==> config.mk <==
export PLATFORM = sky130hd
export DESIGN_NAME = traffic_light_sequencer
export DESIGN_NICKNAME = d
export VERILOG_FILES = /design/src/rtl/traffic_light_sequencer.sv
export SDC_FILE = /design/constraint.sdc
export NUM_CORES = 1
export LEC_CHECK = 0
export CORE_AREA = 2 2 40 42
export CTS_CLUSTER_DIAMETER = 100
export DETAILED_ROUTE_END_ITERATION = 16
export DIE_AREA = 0 0 42 44
export PLACE_DENSITY = 0.74
export SETUP_SLACK_MARGIN = 0.2
export SLEW_MARGIN = 10
export SYNTH_ARGS = -nofsm -noshare
export SYNTH_HDL_FRONTEND = slang
export SYNTH_SLANG_ARGS = --single-unit
==> constraint.sdc <==
create_clock -name clk -period 2.3 [get_ports clk]
set_clock_uncertainty 0.05 [all_clocks]
set_input_delay 0.345 -clock clk [delete_from_list [all_inputs] [get_ports clk]]
set_output_delay 0.345 -clock clk [all_outputs]
set_load 0.005 [all_outputs]
==> src/rtl/traffic_light_sequencer.sv <==
// Purpose : Moore FSM sequencing main/side lamps and the pedestrian walk phase.
// Latency : state changes on the expiry edge; lamps decode the state register (one clock later).
// Backpr. : none; timing advances only on Sec_Tick, and the FSM holds while Sec_Tick=0.
//
// Ports:
//   clk          system clock, rising edge
//   Reset_n      asynchronous active-low reset
//   Sec_Tick     one-cycle timing enable from the prescaler
//   WR_Status    pending walk request (already synchronised)
//   Sensor_Sync  side-street vehicle present (already synchronised)
//   Main_Lights  {R,Y,G} main street
//   Side_Lights  {R,Y,G} side street
//   Walk_Lamp    pedestrian walk lamp
//   WR_Reset     one-cycle clear pulse to the walk register
//   State        current state code (debug)
module traffic_light_sequencer #(
  parameter int unsigned T_BASE = 6,
  parameter int unsigned T_EXT  = 3,
  parameter int unsigned T_YEL  = 2
) (
  input  logic       clk,
  input  logic       Reset_n,
  input  logic       Sec_Tick,
  input  logic       WR_Status,
  input  logic       Sensor_Sync,
  output logic [2:0] Main_Lights,
  output logic [2:0] Side_Lights,
  output logic       Walk_Lamp,
  output logic       WR_Reset,
  output logic [2:0] State
);

  typedef enum logic [2:0] {
    ST_MG   = 3'd0,
    ST_MY   = 3'd1,
    ST_WALK = 3'd2,
    ST_SG   = 3'd3,
    ST_SY   = 3'd4
  } state_t;

  localparam logic [3:0] LD_BASE = 4'(T_BASE);
  localparam logic [3:0] LD_EXT  = 4'(T_EXT);
  localparam logic [3:0] LD_YEL  = 4'(T_YEL);

  localparam logic [2:0] LAMP_R = 3'b100;
  localparam logic [2:0] LAMP_Y = 3'b010;
  localparam logic [2:0] LAMP_G = 3'b001;

  state_t     state_q, state_d;
  logic [3:0] cnt_q, cnt_d;
  logic       ext_done_q, ext_done_d;
  logic       wr_reset_q, wr_reset_d;
  logic       expire;

  // cnt is always loaded with 1..15, so 0 is unreachable; treating it as
  // expired keeps a corrupted counter from freezing the intersection.
  assign expire = Sec_Tick && (cnt_q <= 4'd1);

  always_ff @(posedge clk or negedge Reset_n) begin
    if (!Reset_n) begin
      state_q    <= ST_MG;
      cnt_q      <= LD_BASE;
      ext_done_q <= 1'b0;
      wr_reset_q <= 1'b0;
    end else begin
      state_q    <= state_d;
      cnt_q      <= cnt_d;
      ext_done_q <= ext_done_d;
      wr_reset_q <= wr_reset_d;
    end
  end

  always_comb begin
    state_d    = state_q;
    ext_done_d = ext_done_q;
    wr_reset_d = 1'b0;
    // Plain countdown; any expiry below overrides it with the next load,
    // so the expiring tick is never applied to the new state.
    cnt_d      = (Sec_Tick && (cnt_q > 4'd1)) ? cnt_q - 4'd1 : cnt_q;

    case (state_q)
      ST_MG: begin
        if (expire) begin
          state_d = ST_MY;
          cnt_d   = LD_YEL;
        end
      end
      ST_MY: begin
        // The walk request is only looked at here.
        if (expire) begin
          if (WR_Status) begin
            state_d = ST_WALK;
            cnt_d   = LD_EXT;
          end else begin
            state_d    = ST_SG;
            cnt_d      = LD_BASE;
            ext_done_d = 1'b0;
          end
        end
      end
      ST_WALK: begin
        if (expire) begin
          state_d    = ST_SG;
          cnt_d      = LD_BASE;
          ext_done_d = 1'b0;
          // Clears the request only after the pedestrian was served, so
          // presses during WALK are absorbed as well.
          wr_reset_d = 1'b1;
        end
      end
      ST_SG: begin
        if (expire) begin
          if (Sensor_Sync && !ext_done_q) begin
            cnt_d      = LD_EXT;
            ext_done_d = 1'b1;
          end else begin
            state_d = ST_SY;
            cnt_d   = LD_YEL;
          end
        end
      end
      ST_SY: begin
        if (expire) begin
          state_d = ST_MG;
          cnt_d   = LD_BASE;
        end
      end
      default: begin
        state_d    = ST_MG;
        cnt_d      = LD_BASE;
        ext_done_d = 1'b0;
      end
    endcase
  end

  // Lamps depend on the state register only.
  always_comb begin
    Main_Lights = LAMP_R;
    Side_Lights = LAMP_R;
    Walk_Lamp   = 1'b0;
    case (state_q)
      ST_MG:   Main_Lights = LAMP_G;
      ST_MY:   Main_Lights = LAMP_Y;
      ST_WALK: Walk_Lamp   = 1'b1;
      ST_SG:   Side_Lights = LAMP_G;
      ST_SY:   Side_Lights = LAMP_Y;
      default: ; // illegal code: all red for the one clock before recovery
    endcase
  end

  assign WR_Reset = wr_reset_q;
  assign State    = state_q;

endmodule

==> impl_metrics.yaml, run 1 <==
die:
  num_io_pins: 16
  fp.coreArea_mm2: 0.00142
  die_w_um: 42
  die_h_um: 44
  initial_utilization_pct: 41.7
  dieArea_mm2: 0.00185
  row_count: 14
yosys:
  netlist_top_cells_count: "nor2_1 (8), dfrtp_1 (7), nand2_1 (5)"
  synth_nets: 74
  ys_ff_latch: 9
  synth_edf_count: 0
  yosys_warnings: 0
  synth_flop_cell: "dfrtp_1"
  synth-async-reset-ratio_pct: 100
  syn-cell-area_um2: 592
  synth_mux_area_share_pct: 1.69
  ys_types: 31
  synth_fa_ha_area_share_pct: 4.23
  synth_compound_area_share_pct: 17.5
  syn_area_per_cell_um2: 8.83
  synth_top_family_by_area: "simple AND/OR/NAND/NOR gates"
  syn_inst: 67
  synth_xor_area_share_pct: 2.96
  synth_most_common_cell: "nor2_1"
  synth_top_area_share_pct: 29.6
  ys_seq_area_share_pct: 38.5
  synth-simple-area-share_pct: 30.0
  netlist_top_cells_area: "dfrtp_1 (30%), dfstp_2 (8.9%), nor2_1 (5.1%)"
  yosys.area.top_type: "dfrtp_1"
timing:
  hold_ws_ps: 320
  hold_viol: 0
  drv_slew: 0
  worst_pin_slew_ps: 398
  fin_crit_ps: 2050
  slew_headroom_pct: 73.4
  worst_slack_ps: 250
  timing.final.crit_share_pct: 89.1
  fin_setup_tns_ps: 0
  rsz0062_at_grt: "no"
  max_freq_mhz: 488
  setup_violations: 0
detailed_routing:
  drt_iter0_drc: 21
  wire_per_inst_um: 13.1
  wl_met1_um: 623
  dr.max_layer_used: "met4"
  via_per_inst: 5.68
  drc: 0
  wl_um: 1320
  drtAntennaViolNets: 0
  dr.pass1.iters: 4
  routed-wl-met2_um: 585
  wl_met3_um: 76
  vias: 574
placement:
  dpl-instance-area_um2: 747
  hpwl_um: 933
  dp.cells: 95
  place.gp.congestion: 0.853
  port_buffers: 15
  dp_slack_ps: 378
final_layout:
  fin_nets: 93
  drive_above_1_share_pct: 17.6
  fin_area_um2: 797
  syn_to_final_growth_pct: 34.7
  diodes: 0
  stdcell_count: 101
grt:
  grtUsageTotal_pct: 15.6
  antenna_found_initial: 0
  grt-ovfl-total: 0
  grt_max_degree: 15
  grt_pass1_wl_um: 2170
  first_global_vias: 507
clock_network:
  cts_sinks: 9
  clk_latency_ps: 270
  cts_buffer_depth: 2
  ctsHoldBuffers: 0
  cts_buffers: 3
  root_buffer: "clkbuf_4"
  cts_tree: "yes"
  htree_levels: 1
  clk_pin_slew_ps: 60
worst_setup_path:
  crit_slowest_cell: "clkdlybuf4s50_1"
  cp_cell_sequence: "or2_2 > nor2_1 > clkdlybuf4s50_1"
  path_max_fanout: 9
  r2r_cells: 6
  crit_arrival_ps: 1660
  start_kind: "register"
  max_stage_delay_ps: 510
  required_ps: 1900
  worstSetupPathType: "reg2out"
  worstSetupEndpointType: "primary output"
run_status:
  status: "complete, no violations"
power_and_ir_drop:
  p_per_area_mw_per_mm2: 1300
  peakVddDrop_uv: 619
  power.leakage_nw: 0.342
worst_hold_path:
  hold_class: "in2async"
flow_run:
  max_cap_violations: 0
## metrics by stage
step	power (W)	util, %
2_1_floorplan	0.000654	-
3_3_place_gp	0.000866	52.6
3_5_place_dp	0.000874	52.6
4_1_cts	0.00101	55.0
5_1_grt	0.00112	56.2
6_report	0.00104	56.2
## timing repair
item                                    in CTS  in global routing
hold endpoints to repair                     0                  0
endpoints found under the setup margin       5                  5
resized for setup                            3                  1
setup buffers                                0                  2
## critical path: cells and delay by family (launching register included)
family                 cells  cell delay [ps]
AND/OR/NAND/NOR            2              430
flip-flops                 1              450
buffers and inverters      1              510
## power breakdown
part | internal [W] | leakage, nW | switching (W)
clock network | 0.0000670 | 0.0150 | 0.0000571
logic | 0.000326 | 0.225 | 0.000250
registers | 0.000236 | 0.103 | 0.0000997
total | 0.000629 | 0.342 | 0.000407
## cells in the final DEF, fill, tap and decap left out, drive strengths merged, types with 3 or more instances in the layout
cell type | Yosys | final
clkdlybuf4s50 | 0 | 15
nor2 | 9 | 9
dfrtp | 7 | 7
nand2 | 5 | 5
inv | 4 | 4
nor3 | 4 | 4
clkbuf | 0 | 4
o21ai | 4 | 4
and3 | 3 | 3
nor2b | 3 | 3
## path summary, 6_finish.rpt
check	slack, ps	startpoint	end
max reg2reg	570	cnt_q[1]	cnt_q[2]
max in group asynchronous	1560	Reset_n	cnt_q[1]
min	320	Reset_n	State[2]
max	250	State[2]	Main_Lights[1]
min reg2reg	490	ext_done_q	ext_done_q
min in group clk	490	ext_done_q	ext_done_q
## registers in the layout (all words and copies together), names as in the netlist
signal	count
cnt_q	4
State	3
WR_Reset	1
ext_done_q	1
## kinds of logic (layout without fill, tap and decap cells)
| logic type | Yosys count | count (layout) |
|---|---|---|
| AND/OR/NAND/NOR | 31 | 31 |
| buffers and inverters | 7 | 25 |
| flip-flops | 9 | 9 |
| adder cells (fa/ha/maj) | 2 | 2 |
| AO/OA/AOI/OAI | 15 | 15 |
| multiplexers | 1 | 1 |
| XOR/XNOR | 2 | 2 |
## final cells by class
cell class	count	area, um2
multi-input cells	51	339
repair buffers	17	165
clock buffers	4	26.3
fillers	133	622
inverters	4	15.0
flip-flops and latches	9	231
well taps	16	20.0
## per-layer routing
layer  vias up  track usage (%)
met2        23             24.4
met3         7             2.92
met5         -                0
li1        277                -
met4         0             9.68
met1       267             19.9
Note: power is estimated with default switching activity, not from simulation.
==> inputs of run 2 (changes only) <==
--- a/config.mk
+++ b/config.mk
@@ -5,12 +5,12 @@
 export SDC_FILE = /design/constraint.sdc
 export NUM_CORES = 1
 export LEC_CHECK = 0
+export CAP_MARGIN = 30
 export CORE_AREA = 2 2 40 42
 export CTS_CLUSTER_DIAMETER = 100
 export DETAILED_ROUTE_END_ITERATION = 16
 export DIE_AREA = 0 0 42 44
 export PLACE_DENSITY = 0.74
-export SETUP_SLACK_MARGIN = 0.2
 export SLEW_MARGIN = 10
 export SYNTH_ARGS = -nofsm -noshare
 export SYNTH_HDL_FRONTEND = slang
==> run 2 against run 1 <==
  * Final cell count decreased by 2.0%
  * Register-to-register slack is essentially flat
  * Wire length shrank 4.5%
  * Largest power group unchanged
==> impl_metrics.yaml, run 2 (synthesis gave the netlist of run 1 again) <==
final_layout:
  drive_above_1_share_pct: 12.0
  stdcell_count: 99
  fin_nets: 91
  largest_reg_flops: 4
  diodes: 0
  top_register: "cnt_q"
  seq_area_um2: 228
  syn_to_final_growth_pct: 31.5
  final_common_cell: "clkdlybuf4s50_1"
  final_cell_mix: "clkdlybuf4s50_1 (15), nor2_1 (8), dfrtp_1 (7)"
  utilization_pct: 54.9
  num-fill-cells: 139
  multi_input_area_um2: 339
  fin_area_um2: 778
placement:
  dp.cells: 95
  hpwl_um: 933
  place.gp.congestion: 0.853
  dpl-instance-area_um2: 747
  dp_slack_ps: 378
  port_buffers: 15
clock_network:
  cts_buffer_depth: 2
  ctsHoldBuffers: 0
  cts_sinks: 9
  clk_latency_ps: 260
  root_buffer: "clkbuf_4"
  cts_tree: "yes"
  cts_buffers: 3
  htree_levels: 1
  clk_pin_slew_ps: 60
detailed_routing:
  drt_iter0_drc: 9
  via_per_inst: 5.55
  routed-wl-met2_um: 578
  vias: 549
  wl_um: 1260
  wl_met3_um: 62
  dr.max_layer_used: "met4"
  drc: 0
  wire_per_inst_um: 12.7
  dr.pass1.iters: 4
  wl_met1_um: 592
  drtAntennaViolNets: 0
timing:
  fin_setup_tns_ps: 0
  slew_headroom_pct: 72.7
  timing.final.crit_share_pct: 95.2
  setup_violations: 0
  hold_viol: 0
  rsz0062_at_grt: "no"
  max_freq_mhz: 457
  worst_pin_slew_ps: 408
  drv_slew: 0
  fin_crit_ps: 2190
  worst_slack_ps: 111
grt:
  first_global_vias: 505
  grt-ovfl-total: 0
  antenna_found_initial: 0
  grtUsageTotal_pct: 15.6
  grt_max_degree: 15
  grt_pass1_wl_um: 2170
worst_setup_path:
  crit_arrival_ps: 1790
  worstSetupPathType: "reg2out"
  max_stage_delay_ps: 590
  worstSetupEndpointType: "primary output"
  crit_slowest_cell: "dfrtp_1"
  path_max_fanout: 14
  cp_cell_sequence: "nand2_1 > nor2_1 > clkdlybuf4s50_1"
  required_ps: 1900
  start_kind: "register"
flow_run:
  max_cap_violations: 0
power_and_ir_drop:
  peakVddDrop_uv: 611
  p_per_area_mw_per_mm2: 1290
  power.leakage_nw: 0.336
die:
  initial_utilization_pct: 41.7
  fp.coreArea_mm2: 0.00142
  row_count: 14
  num_io_pins: 16
  die_h_um: 44
  dieArea_mm2: 0.00185
  die_w_um: 42
run_status:
  status: "complete, no violations"
worst_hold_path:
  hold_class: "in2async"
==> run 2: cell count changes in the layout (fill, tap and decap cells not counted) <==
cell / previous run / this run
buf_4: 2 / 0
dfrtp_1: 4 / 7
dfrtp_2: 3 / 0
==> run 2: timing repair <==
item / in CTS / in global routing
setup endpoints to repair: 0 / 1
setup buffers: 0 / 0
gates resized for setup: 0 / 1
==> run 2: cell type report <==
type                    instances  share of cell area [%]
well taps                      16                    2.57
inverters                       4                    1.93
flip-flops and latches          9                    29.3
clock buffers                   4                    3.38
multi-input cells              51                    43.6
repair buffers                 15                    19.3
==> run 2: per-layer routing <==
metal / GRT usage (%) / vias up
met3: 2.92 / 4
met1: 20.2 / 256
met4: 9.68 / 0
li1: - / 272
met2: 24.1 / 17
met5: 0 / -
==> run 2: final timing paths <==
path                                 start              to  slack [ps]  cells after the start
worst min register to register  ext_done_q      ext_done_q         480                      2
worst min-delay path               Reset_n        State[2]         320                      1
worst max register to register    cnt_q[1]        cnt_q[2]         580                      6
max in group asynchronous          Reset_n        cnt_q[1]        1550                      1
min in group clk                ext_done_q      ext_done_q         480                      2
worst max-delay path              State[1]  Side_Lights[0]         110                      3
==> run 2: report_power, final <==
| part | leakage [nW] | switching [W] | total [W] | internal, W |
|---|---|---|---|---|
| sequential | 0.106 | 0.000112 | 0.000343 | 0.000231 |
| clock | 0.0150 | 0.0000582 | 0.000125 | 0.0000671 |
| combinational | 0.215 | 0.000229 | 0.000532 | 0.000303 |
==> run 2: per-stage QoR <==
step                      total power (W)  hold WS (ps)
final                             0.00100           324
after global routing              0.00109           349
after detailed placement         0.000874           456
after global placement           0.000866           457
after floorplan                  0.000654        -0.591
after CTS                         0.00100           350
==> run 2: critical path, delay by kind of cell (launching register included) <==
kind,cells,cell delay (ps)
flip-flops,1,590
AND/OR/NAND/NOR,2,410
buffers and inverters,1,530
